==> config.mk <==
export PLATFORM = sky130hd
export DESIGN_NAME = pipeline_sink
export DESIGN_NICKNAME = d
export VERILOG_FILES = /design/src/rtl/pipeline_pkg.sv /design/src/rtl/sink_fifo.sv /design/src/rtl/pipeline_sink.sv
export SDC_FILE = /design/constraint.sdc
export NUM_CORES = 1
export LEC_CHECK = 0
export ABC_AREA = 1
export CAP_MARGIN = 20
export CORE_MARGIN = 1.5
export CORE_UTILIZATION = 42
export DETAILED_ROUTE_END_ITERATION = 8
export SYNTH_ARGS = -nofsm -noshare
export SYNTH_HDL_FRONTEND = slang
export SYNTH_SLANG_ARGS = --single-unit
==> constraint.sdc <==
create_clock -name clk -period 4 [get_ports clk]
set_clock_uncertainty 0.1 [all_clocks]
set_input_delay 1.2 -clock clk [delete_from_list [all_inputs] [get_ports clk]]
set_output_delay 1.2 -clock clk [all_outputs]
set_load 0.005 [all_outputs]
==> src/rtl/pipeline_pkg.sv <==
// Shared types and defaults for the global-stall pipeline and its sink.
package pipeline_pkg;

  localparam int DATA_W_DEF        = 32;
  localparam int DEPTH_DEF         = 8;
  localparam int STALL_THRESH_DEF  = 4;
  localparam int FLUSH_TIMEOUT_DEF = 15;

  typedef enum logic [1:0] {
    IDLE  = 2'd0,
    FLUSH = 2'd1,
    DRAIN = 2'd2
  } sink_state_t;

endpackage

==> src/rtl/sink_fifo.sv <==
// Circular-buffer FIFO for the pipeline sink: registered head, push/pop
// arbitration with pass-through when full, and a synchronous clear.
module sink_fifo
  import pipeline_pkg::*;
#(
  parameter int DATA_W = DATA_W_DEF,
  parameter int DEPTH  = DEPTH_DEF,
  localparam int CW    = $clog2(DEPTH + 1),
  localparam int PW    = $clog2(DEPTH)
) (
  input  logic              clk,
  input  logic              reset,
  input  logic              clr,
  input  logic              push_req,
  input  logic [DATA_W-1:0] wr_data,
  input  logic              rd_ready,
  output logic [DATA_W-1:0] rd_data,
  output logic              rd_valid,
  output logic              drop,
  output logic [CW-1:0]     count,
  output logic [CW-1:0]     count_next
);

  logic [DATA_W-1:0] mem [DEPTH];
  logic [PW-1:0]     wr_ptr;
  logic [PW-1:0]     rd_ptr;
  logic              push;
  logic              pop;

  assign rd_valid = (count != '0);
  assign rd_data  = mem[rd_ptr];
  assign pop      = rd_valid & rd_ready;
  // A full FIFO still accepts a beat when the head leaves in the same cycle.
  assign push     = push_req & ((count < CW'(DEPTH)) | pop);
  assign drop     = push_req & ~push;

  always_comb begin
    count_next = count;
    if (clr) begin
      count_next = '0;
    end else begin
      case ({push, pop})
        2'b10:   count_next = count + CW'(1);
        2'b01:   count_next = count - CW'(1);
        default: count_next = count;
      endcase
    end
  end

  always_ff @(posedge clk or negedge reset) begin
    if (!reset) begin
      wr_ptr <= '0;
      rd_ptr <= '0;
      count  <= '0;
      for (int i = 0; i < DEPTH; i++) mem[i] <= '0;
    end else begin
      count <= count_next;
      if (clr) begin
        wr_ptr <= '0;
        rd_ptr <= '0;
      end else begin
        if (push) begin
          mem[wr_ptr] <= wr_data;
          wr_ptr      <= wr_ptr + PW'(1);
        end
        if (pop) rd_ptr <= rd_ptr + PW'(1);
      end
    end
  end

endmodule

==> src/rtl/pipeline_sink.sv <==
// Terminating end of the global-stall pipeline: buffers output beats, drives
// stall from occupancy, and sequences downstream-requested flushes.
module pipeline_sink
  import pipeline_pkg::*;
#(
  parameter int DATA_W        = DATA_W_DEF,
  parameter int DEPTH         = DEPTH_DEF,
  parameter int STALL_THRESH  = STALL_THRESH_DEF,
  parameter int FLUSH_TIMEOUT = FLUSH_TIMEOUT_DEF,
  localparam int CW           = $clog2(DEPTH + 1),
  localparam int TW           = $clog2(FLUSH_TIMEOUT + 1)
) (
  input  logic              clk,
  input  logic              reset,
  input  logic [DATA_W-1:0] pipe_data,
  input  logic              pipe_valid,
  input  logic              pipe_flush,
  output logic              stall,
  output logic              flush,
  input  logic              flush_req,
  output logic [DATA_W-1:0] m_data,
  output logic              m_valid,
  input  logic              m_ready,
  output logic [CW-1:0]     count,
  output logic              busy,
  output logic              overflow,
  output logic              flush_err
);

  sink_state_t   state;
  sink_state_t   state_next;
  logic [TW-1:0] tmo_cnt;
  logic [TW-1:0] tmo_next;
  logic          timeout;
  logic          drop;
  logic [CW-1:0] count_next;

  assign busy = (state != IDLE);

  sink_fifo #(
    .DATA_W (DATA_W),
    .DEPTH  (DEPTH)
  ) u_fifo (
    .clk        (clk),
    .reset      (reset),
    .clr        (state == FLUSH),
    .push_req   (pipe_valid & (state == IDLE)),
    .wr_data    (pipe_data),
    .rd_ready   (m_ready),
    .rd_data    (m_data),
    .rd_valid   (m_valid),
    .drop       (drop),
    .count      (count),
    .count_next (count_next)
  );

  always_comb begin
    state_next = state;
    tmo_next   = tmo_cnt;
    timeout    = 1'b0;
    case (state)
      IDLE: begin
        if (flush_req) state_next = FLUSH;
      end
      FLUSH: begin
        tmo_next   = '0;
        state_next = DRAIN;
      end
      DRAIN: begin
        // The echo wins over a timeout that expires in the same cycle.
        if (pipe_flush) begin
          state_next = IDLE;
        end else if (tmo_cnt == TW'(FLUSH_TIMEOUT - 1)) begin
          timeout    = 1'b1;
          state_next = IDLE;
        end else begin
          tmo_next = tmo_cnt + TW'(1);
        end
      end
      default: state_next = IDLE;
    endcase
  end

  always_ff @(posedge clk or negedge reset) begin
    if (!reset) begin
      state     <= IDLE;
      tmo_cnt   <= '0;
      flush     <= 1'b0;
      stall     <= 1'b0;
      overflow  <= 1'b0;
      flush_err <= 1'b0;
    end else begin
      state     <= state_next;
      tmo_cnt   <= tmo_next;
      flush     <= (state_next == FLUSH);
      // Stall tracks next occupancy so it is aligned with count; held low while flushing.
      stall     <= (state_next == IDLE) && (count_next >= CW'(STALL_THRESH));
      overflow  <= overflow | drop;
      flush_err <= flush_err | timeout;
    end
  end

endmodule

==> metrics.md, run 1 <==
| Metric | Value |
|---|---|
| Status | `finished, final reports clean` |
| Power Total | `0.0120 W` |
| Placement row count | `62` |
| Per-cell routed wire length | `16.9 um` |
| Crit Path Class | `reg -> out` |
| CTS Buf Count | `31` |
| Vias in the first global route | `9800` |
| CP startpoint kind | `flop` |
| Die area | `30700 sq um` |
| Register-to-Register Path Depth | `15` |
| Initial antenna violation count | `0` |
| Yosys reg bits | `276` |
| Syn Nets | `about 1500` |
| Clock Power Share | `23.2%` |
| Pwr per Cell Area | `~820 nW/um^2` |
| Initial DRC count | `between 700 and 800` |
| Crit path capture type | `output port` |
| Sequential cell area fraction in the yosys report | `55.4%` |
| First-pass GRT wire length | `51.4 mm` |
| Post-synth ARST share | `between 90% and 100%` |
| Die W | `175 um` |
| Initial Util | `43.1%` |
| Largest net degree at the start of global routing | `130` |
| Tcrit/Tclk final | `a little over nine tenths` |
| Drt drc | `0` |
| DPL Wire Length | `17.4 mm` |
| Slowest cell delay on critical path | `0.55 ns` |
| Antenna viol nets, final | `0` |
| Hold Fails Final Rpt | `0` |
| Leak | `6.82 nW` |
| Comb pwr share | `roughly two fifths` |
| Die height | `175 um` |
| Switching part of the total | `36.9%` |
| All-Layer GR Usage | `20.6%` |
| Max Slew Vio Count | `0` |
| Core area | `28900 sq um` |
| Worst-case hold path end point | `flush_err$_DFF_PN0_` |
| Critical R2R Launch | `u_fifo.count[3]$_DFF_PN0_` |
| Mapped Area | `12500 sq um` |
| Number of H-tree levels | `1` |
| Routed WL | `31.9 mm` |
| Synth-to-Final Area Change | `18.1%` |
| Ys Warns | `0` |
| Slowest CP cell | `dfrtp_4` |
| Hold depth | `1` |
| GR Overflow Total | `0` |
| Clk_lat worst skew | `0.55 ns` |
| Via count | `10025` |
| Layout cell share with drive strength beyond 1 | `5.89%` |
| CTS tree | `built` |
| Req. time, crit path | `2.70 ns` |
| Minimum clock period | `3.92 ns` |
| Max Freq | `approximately 0.26 GHz` |
| Number of top-level pins | `80` |
| DR vias/cell | `roughly 5.3` |
| Sequential fraction of design power | `36.7%` |
| Critical Path, Cell by Cell | `clkinv_8 > buf_16 > nor2_1 > o32ai_1 > nand2_1 > nand2_1 > clkdlybuf4s50_1` |
| Clk sink count | `~280` |
| Worst EP arrival | `2.62 ns` |
| Longest Clk Path Bufs | `3` |
| Placed insts | `1834` |
| Clock Pin Slew Worst Setup and Hold Paths | `0.06 ns` |
| Cell Int Power | `0.00758 W` |
| Syn Inst Count | `between 1000 and 1500` |
| Port bufs | `79` |
| Min-delay src | `flush_err$_DFF_PN0_` |
| Distinct cells, synth | `24` |
| Setup Total Neg Slack | `0 ns` |
| Antenna fix cells | `0` |
| Reg-to-reg critical path endpoint | `stall$_DFF_PN0_` |
| Clock Tree Root | `clkbuf_16` |
| Max VDD drop | `0.366 mV` |
| Fin cells | `1894` |
| Placer Congestion | `approximately 0.76` |
| Mapped Avg Cell Area | `8.60 sq um` |
| Synth Flop Type | `dfrtp_1` |
| R2R setup slack | `1.28 ns` |
| Hold Buf Count CTS | `0` |
| Switch Pwr | `0.00443 W` |
| Drt pass-1 iters | `5` |
| NumNets Final | `1533` |
| Critical Path Most Common Cell | `nand2_1` |
| Number of flops mapped to enable cells by yosys | `0` |
| RSZ-0062 raised after global routing | `no` |
| Worst rel slew slack | `55.6%` |
| Least-Margin Pin Slew | `0.664 ns` |
| Max-Cap Viols | `0` |
| Final setup fails | `0` |
| CP Max Fanout | `26` |
| Hold crit path type | `reg -> reg` |
-- Yosys cell counts, types with 3 or more instances --
library cell / n / area [sq um]
buf_1: 4 / 15.0
nand4_2: 3 / 37.5
ha_1: 7 / 87.6
o32ai_1: 64 / 561
nand2_1: 375 / 1410
nor2_1: 205 / 769
a21oi_1: 9 / 45.0
clkbuf_1: 58 / 218
nand4_4: 5 / 106
buf_6: 20 / 225
dfrtp_1: 276 / 6910
o21ai_1: 160 / 801
o21ai_0: 172 / 861
buf_2: 19 / 95.1
nand3_1: 9 / 45.0
inv_1: 52 / 195
-- critical path, delay by kind of cell (launching register included) --
kind,cells,cell delay (ns)
buf+inv,3,0.92
flops,1,0.55
compound gates,1,0.29
simple gates,3,0.29
-- worst max path at each step --
stage               cells past startpoint                     endpoint                    startpoint  slack [ns]
detailed placement                      5  u_fifo.mem[172]$_DFFE_PN0P_                       m_ready        0.18
global route                            6                   m_data[23]  u_fifo.rd_ptr[1]$_DFFE_PN0P_       0.002
global placement                        5  u_fifo.mem[191]$_DFFE_PN0P_                       m_ready        0.28
CTS                                     7                   m_data[28]  u_fifo.rd_ptr[0]$_DFFE_PN0P_       0.001
floorplan                              13              stall$_DFF_PN0_                    pipe_valid        1.05
finish                                  7                   m_data[28]  u_fifo.rd_ptr[0]$_DFFE_PN0P_        0.08
-- placed cells by master (no fill, tap or decap), types with 3 or more instances in the layout --
master           count
buf_16               3
nor2_1             205
o32ai_1             64
buf_12              13
a21oi_1              9
nand2_1            375
o21ai_1            160
o21ai_0            172
dfrtp_1            274
buf_4               10
inv_1               51
nand4_4              8
nand3_1              9
clkbuf_1            10
clkinv_2             5
clkbuf_16           34
clkdlybuf4s50_1     78
clkbuf_8             7
ha_1                 7
-- through the flow --
stage               cell area [sq um]  utilization, %  hold slack (ns)  worst slack (ns)
global placement                13600            46.9            0.366             0.279
finish                          14700            50.8            0.377            0.0841
floorplan                       12500               -            0.354              1.05
CTS                             14600            50.4            0.383           0.00114
global route                    14700            50.8            0.397           0.00203
detailed placement              13600            46.9            0.365             0.177
-- routing by layer --
metal | share of wire (%) | global-route usage (%) | up-vias | routed length, um
met5 | 0 | 0 | - | 0
met4 | 1.6 | 4.59 | 0 | 495
met3 | 4.0 | 2.62 | 45 | 1280
met2 | 46 | 33.8 | 186 | 14600
met1 | 49 | 29.4 | 4874 | 15600
li1 | - | - | 4920 | -
-- logic make-up after synthesis --
| family | Yosys count | synth area share [%] |
|---|---|---|
| AND/OR/NAND/NOR | 600 | 19.2 |
| AO/OA/AOI/OAI | 408 | 18.4 |
| flip-flops | 276 | 55.4 |
| buffers and inverters | 156 | 6.12 |
| adder cells (fa/ha/maj) | 7 | 0.703 |
| XOR/XNOR | 2 | 0.141 |
-- final cells by class --
class	instances	area [sq um]
Inverter	54	215
Tap cell	384	480
Sequential cell	276	6910
Clock inverter	7	85.1
Clock buffer	48	910
Fill cell	2726	14200
Multi-Input combinational cell	1017	4820
Timing Repair Buffer	108	1290
-- flip-flops by register name (all words and copies together), names as in the netlist --
signal / count
flush: 1
u_fifo.mem: 256
u_fifo.wr_ptr: 3
u_fifo.count: 4
stall: 1
overflow: 1
state: 2
flush_err: 1
u_fifo.rd_ptr: 3
tmo_cnt: 4
-- repair_timing --
| action | CTS | global route |
|---|---|---|
| gates cloned | 0 | 3 |
| resized for setup | 2 | 4 |
| endpoints found under the setup margin | 4 | 32 |
| setup buffers | 0 | 1 |
-- power by group through the flow --
| stage | sequential (W) | clock [W] | combinational, W |
|---|---|---|---|
| finish | 0.00440 | 0.00279 | 0.00482 |
| global route | 0.00452 | 0.00297 | 0.00547 |
| CTS | 0.00441 | 0.00285 | 0.00464 |
| detailed placement | 0.00444 | 0 | 0.00462 |
| global placement | 0.00442 | 0 | 0.00455 |
| floorplan | 0.00419 | 0 | 0.00304 |
Note: power is estimated with default switching activity, not from simulation.
==> run 2, diff against run 1 <==
- CTS_CLUSTER_SIZE: unset -> 25
- GPL_TIMING_DRIVEN: unset -> 0
==> run 2 against run 1 <==
Against the previous run: the run now ends with setup timing left; clock-buffer cell count shrank 3; sequential share of layout area down 1.0 points; clock power increased by 2%; largest cell class unchanged; sequential power is 2% lower; die area unchanged; non-clock buffer count is 75 higher; core utilization rose by 1.1 points; hold slack improved by 0.0028 ns.
==> metrics.md, run 2 (synthesis gave the netlist of run 1 again) <==
| Metric | Value |
|---|---|
| Status | `finished, violations left (was finished, final reports clean)` |
| Violated checks | `setup timing` |
| Drt drc | `0 (unchanged)` |
| Largest register FFs | `256 (unchanged)` |
| GR Util met1 | `35.1% (was 29.4%)` |
| Hold_ws | `0.380 ns (was 0.377 ns)` |
| CTS Buf Count | `31 (unchanged)` |
| Clock Pin Slew Worst Setup and Hold Paths | `0.06 ns (about the same)` |
| Die area | `30700 sq um (unchanged)` |
| Setup Slack @ Placement | `-0.142 ns (was 0.177 ns)` |
| Clk_lat worst skew | `0.56 ns (was 0.55 ns)` |
| Core area | `28900 sq um (unchanged)` |
| Placement row count | `62 (unchanged)` |
| Clock Tree Root | `clkbuf_16 (unchanged)` |
| Synth-to-Final Area Change | `20.7% (was 18.1%)` |
| RSZ-0062 raised after global routing | `yes (was no)` |
| Critical R2R Launch | `u_fifo.count[3]$_DFF_PN0_ (unchanged)` |
| Worst rel slew slack | `47.2% (was 55.6%)` |
| Slowest cell delay on critical path | `0.52 ns (was 0.55 ns)` |
| Hold Buf Count CTS | `0 (unchanged)` |
| Met3 Use GR | `4.61% (was 2.62%)` |
| All-Layer GR Usage | `25.3% (was 20.6%)` |
| Crit path from | `u_fifo.rd_ptr[0]$_DFFE_PN0P_ (unchanged)` |
| GR peak layer | `met2 (unchanged)` |
| Leak | `7.03 nW (was 6.82 nW)` |
| Max Slew Vio Count | `0 (unchanged)` |
| Largest net degree at the start of global routing | `119 (was 130)` |
| Placed insts | `1914 (was 1834)` |
| Worst EP arrival | `2.76 ns (was 2.62 ns)` |
| Hold Fails Final Rpt | `0 (unchanged)` |
| Cell family with most CP delay | `buffers and inverters (unchanged)` |
| Tcrit/Tclk final | `101% (was 97.9%)` |
| Number of top-level pins | `80 (unchanged)` |
| Max Freq | `0.247 GHz (was 0.255 GHz)` |
| Via count | `10783 (was 10025)` |
| Antenna viol nets, final | `0 (unchanged)` |
| Initial antenna violation count | `0 (unchanged)` |
| Register-to-Register Path Depth | `15 (unchanged)` |
| Layout cell share with drive strength beyond 1 | `9.39% (was 5.89%)` |
| Slowest CP cell | `clkdlybuf4s50_1 (was dfrtp_4)` |
| Biggest registers after layout | `u_fifo.mem x256, tmo_cnt x4, u_fifo.count x4 (unchanged)` |
| Die height | `175 um (unchanged)` |
| Routed WL | `38.1 mm (was 31.9 mm)` |
| First-pass GRT wire length | `60.3 mm (was 51.4 mm)` |
| CTS tree | `built (unchanged)` |
| Vias in the first global route | `10516 (was 9800)` |
| M2 GR Usage | `40.1% (was 33.8%)` |
| Pwr per Cell Area | `825 nW/um^2 (was 816 nW/um^2)` |
| GR Overflow Total | `0 (unchanged)` |
| Placer Congestion | `0.845 (was 0.763)` |
| Commonest non-fill, non-tap cell in the layout | `nand2_1 (unchanged)` |
| Clk sink count | `276 (unchanged)` |
| Worst path bufs/invs | `5 (was 3)` |
| DR vias/cell | `5.47 (was 5.29)` |
| Die W | `175 um (unchanged)` |
| Final Util | `52.0% (was 50.8%)` |
| Crit Path Class | `reg -> out (unchanged)` |
| Final setup fails | `1 (was 0)` |
| Fin cells | `1970 (was 1894)` |
| Worst path depth | `9 (was 7)` |
| Initial DRC count | `844 (was 798)` |
| Least-Margin Pin Slew | `0.791 ns (was 0.664 ns)` |
| Crit path capture type | `output port (unchanged)` |
| Drt pass-1 iters | `8 (was 5)` |
| Minimum clock period | `4.06 ns (was 3.92 ns)` |
| Req. time, crit path | `2.70 ns (about the same)` |
| Reg-to-reg critical path endpoint | `stall$_DFF_PN0_ (unchanged)` |
| Critical Path, Cell by Cell | `buf_4 > inv_2 > buf_8 > buf_8 > nor2_1 > o32ai_1 > nand2_1 > nand2_1 > clkdlybuf4s50_1 (was clkinv_8 > buf_16 > nor2_1 > o32ai_1 > nand2_1 > nand2_1 > clkdlybuf4s50_1)` |
| NumNets Final | `1608 (was 1533)` |
| Hold crit path type | `reg -> reg (unchanged)` |
| Initial Util | `43.1% (unchanged)` |
| Max-Cap Viols | `0 (unchanged)` |
| Longest Clk Path Bufs | `3 (unchanged)` |
| Most frequent cells in the layout | `375 x nand2_1, 274 x dfrtp_1, 205 x nor2_1, 172 x o21ai_0, 160 x o21ai_1 (unchanged)` |
| Port bufs | `79 (unchanged)` |
| R2R setup slack | `1.37 ns (was 1.28 ns)` |
| Max VDD drop | `0.400 mV (was 0.366 mV)` |
| Number of H-tree levels | `1 (unchanged)` |
| CP startpoint kind | `flop (unchanged)` |
| DPL Wire Length | `24.8 mm (was 17.4 mm)` |
| CP Max Fanout | `10 (was 26)` |
| Biggest register | `u_fifo.mem (unchanged)` |
| Per-cell routed wire length | `19.3 um (was 16.9 um)` |
| Setup slack after layout | `-0.0552 ns (was 0.0841 ns)` |
| Antenna fix cells | `0 (unchanged)` |
| Worst Setup EP | `m_data[31] (was m_data[28])` |
run 2: how the worst min path moves through the flow:
stage / from / slack, ns / end / cells after the start
floorplan: u_fifo.mem[160]$_DFFE_PN0P_ / 0.35 / u_fifo.mem[160]$_DFFE_PN0P_ / 2
global placement: overflow$_DFF_PN0_ / 0.36 / overflow$_DFF_PN0_ / 1
detailed placement: u_fifo.mem[36]$_DFFE_PN0P_ / 0.37 / u_fifo.mem[36]$_DFFE_PN0P_ / 2
CTS: u_fifo.mem[178]$_DFFE_PN0P_ / 0.39 / u_fifo.mem[178]$_DFFE_PN0P_ / 2
global route: overflow$_DFF_PN0_ / 0.40 / overflow$_DFF_PN0_ / 1
finish: overflow$_DFF_PN0_ / 0.38 / overflow$_DFF_PN0_ / 1
run 2: power by group:
group / switching, W / internal [W]
clock: 0.00115 / 0.00170
combinational: 0.00304 / 0.00222
sequential: 0.000537 / 0.00376
run 2: metal layers:
metal / part of all wire, % / wire [um] / vias to the layer above
met1: 45 / 17100 / 5320
met5: 0 / 0 / -
met2: 46 / 17400 / 335
met4: 3.2 / 1220 / 0
met3: 6.3 / 2410 / 69
li1: - / - / 5059
run 2: final cells by class:
class / count / area (sq um)
plain buffers: 102 / 733
clock buffers: 45 / 908
clock inverters: 11 / 115
fillers: 2744 / 13900
inverters: 54 / 203
multi-input cells: 1017 / 4840
flip-flops and latches: 276 / 6910
well taps: 384 / 480
repair buffers: 81 / 851
run 2: what timing repair did:
item                                    4_1_cts  5_1_grt
setup buffers                                 0        0
endpoints found under the setup margin       32       32
gates resized for setup                      69       23
gates cloned                                  0        0
run 2: worst reg2reg max path, stage by stage, from the launching register on:
cell and delay (ns):
dfrtp_1 0.48, nor2_1 0.09, nand2_2 0.10, nand2_4 0.08
a21oi_4 0.22, buf_6 0.21, inv_1 0.10, ha_1 0.25
nor2_1 0.11, nor2_1 0.07, ha_1 0.17, a21oi_1 0.15
a21oi_1 0.08, o21ai_0 0.07, nand3_1 0.12, a21oi_1 0.17
run 2: through the flow:
step                       TNS, ns  area, sq um  power [W]
after CTS                  -0.0721        15000     0.0123
after global routing        -0.228        15000     0.0133
after global placement    -2945.92        13700    0.00921
after floorplan                  0        12500    0.00723
final                      -0.0552        15000     0.0124
after detailed placement    -0.268        13800    0.00930
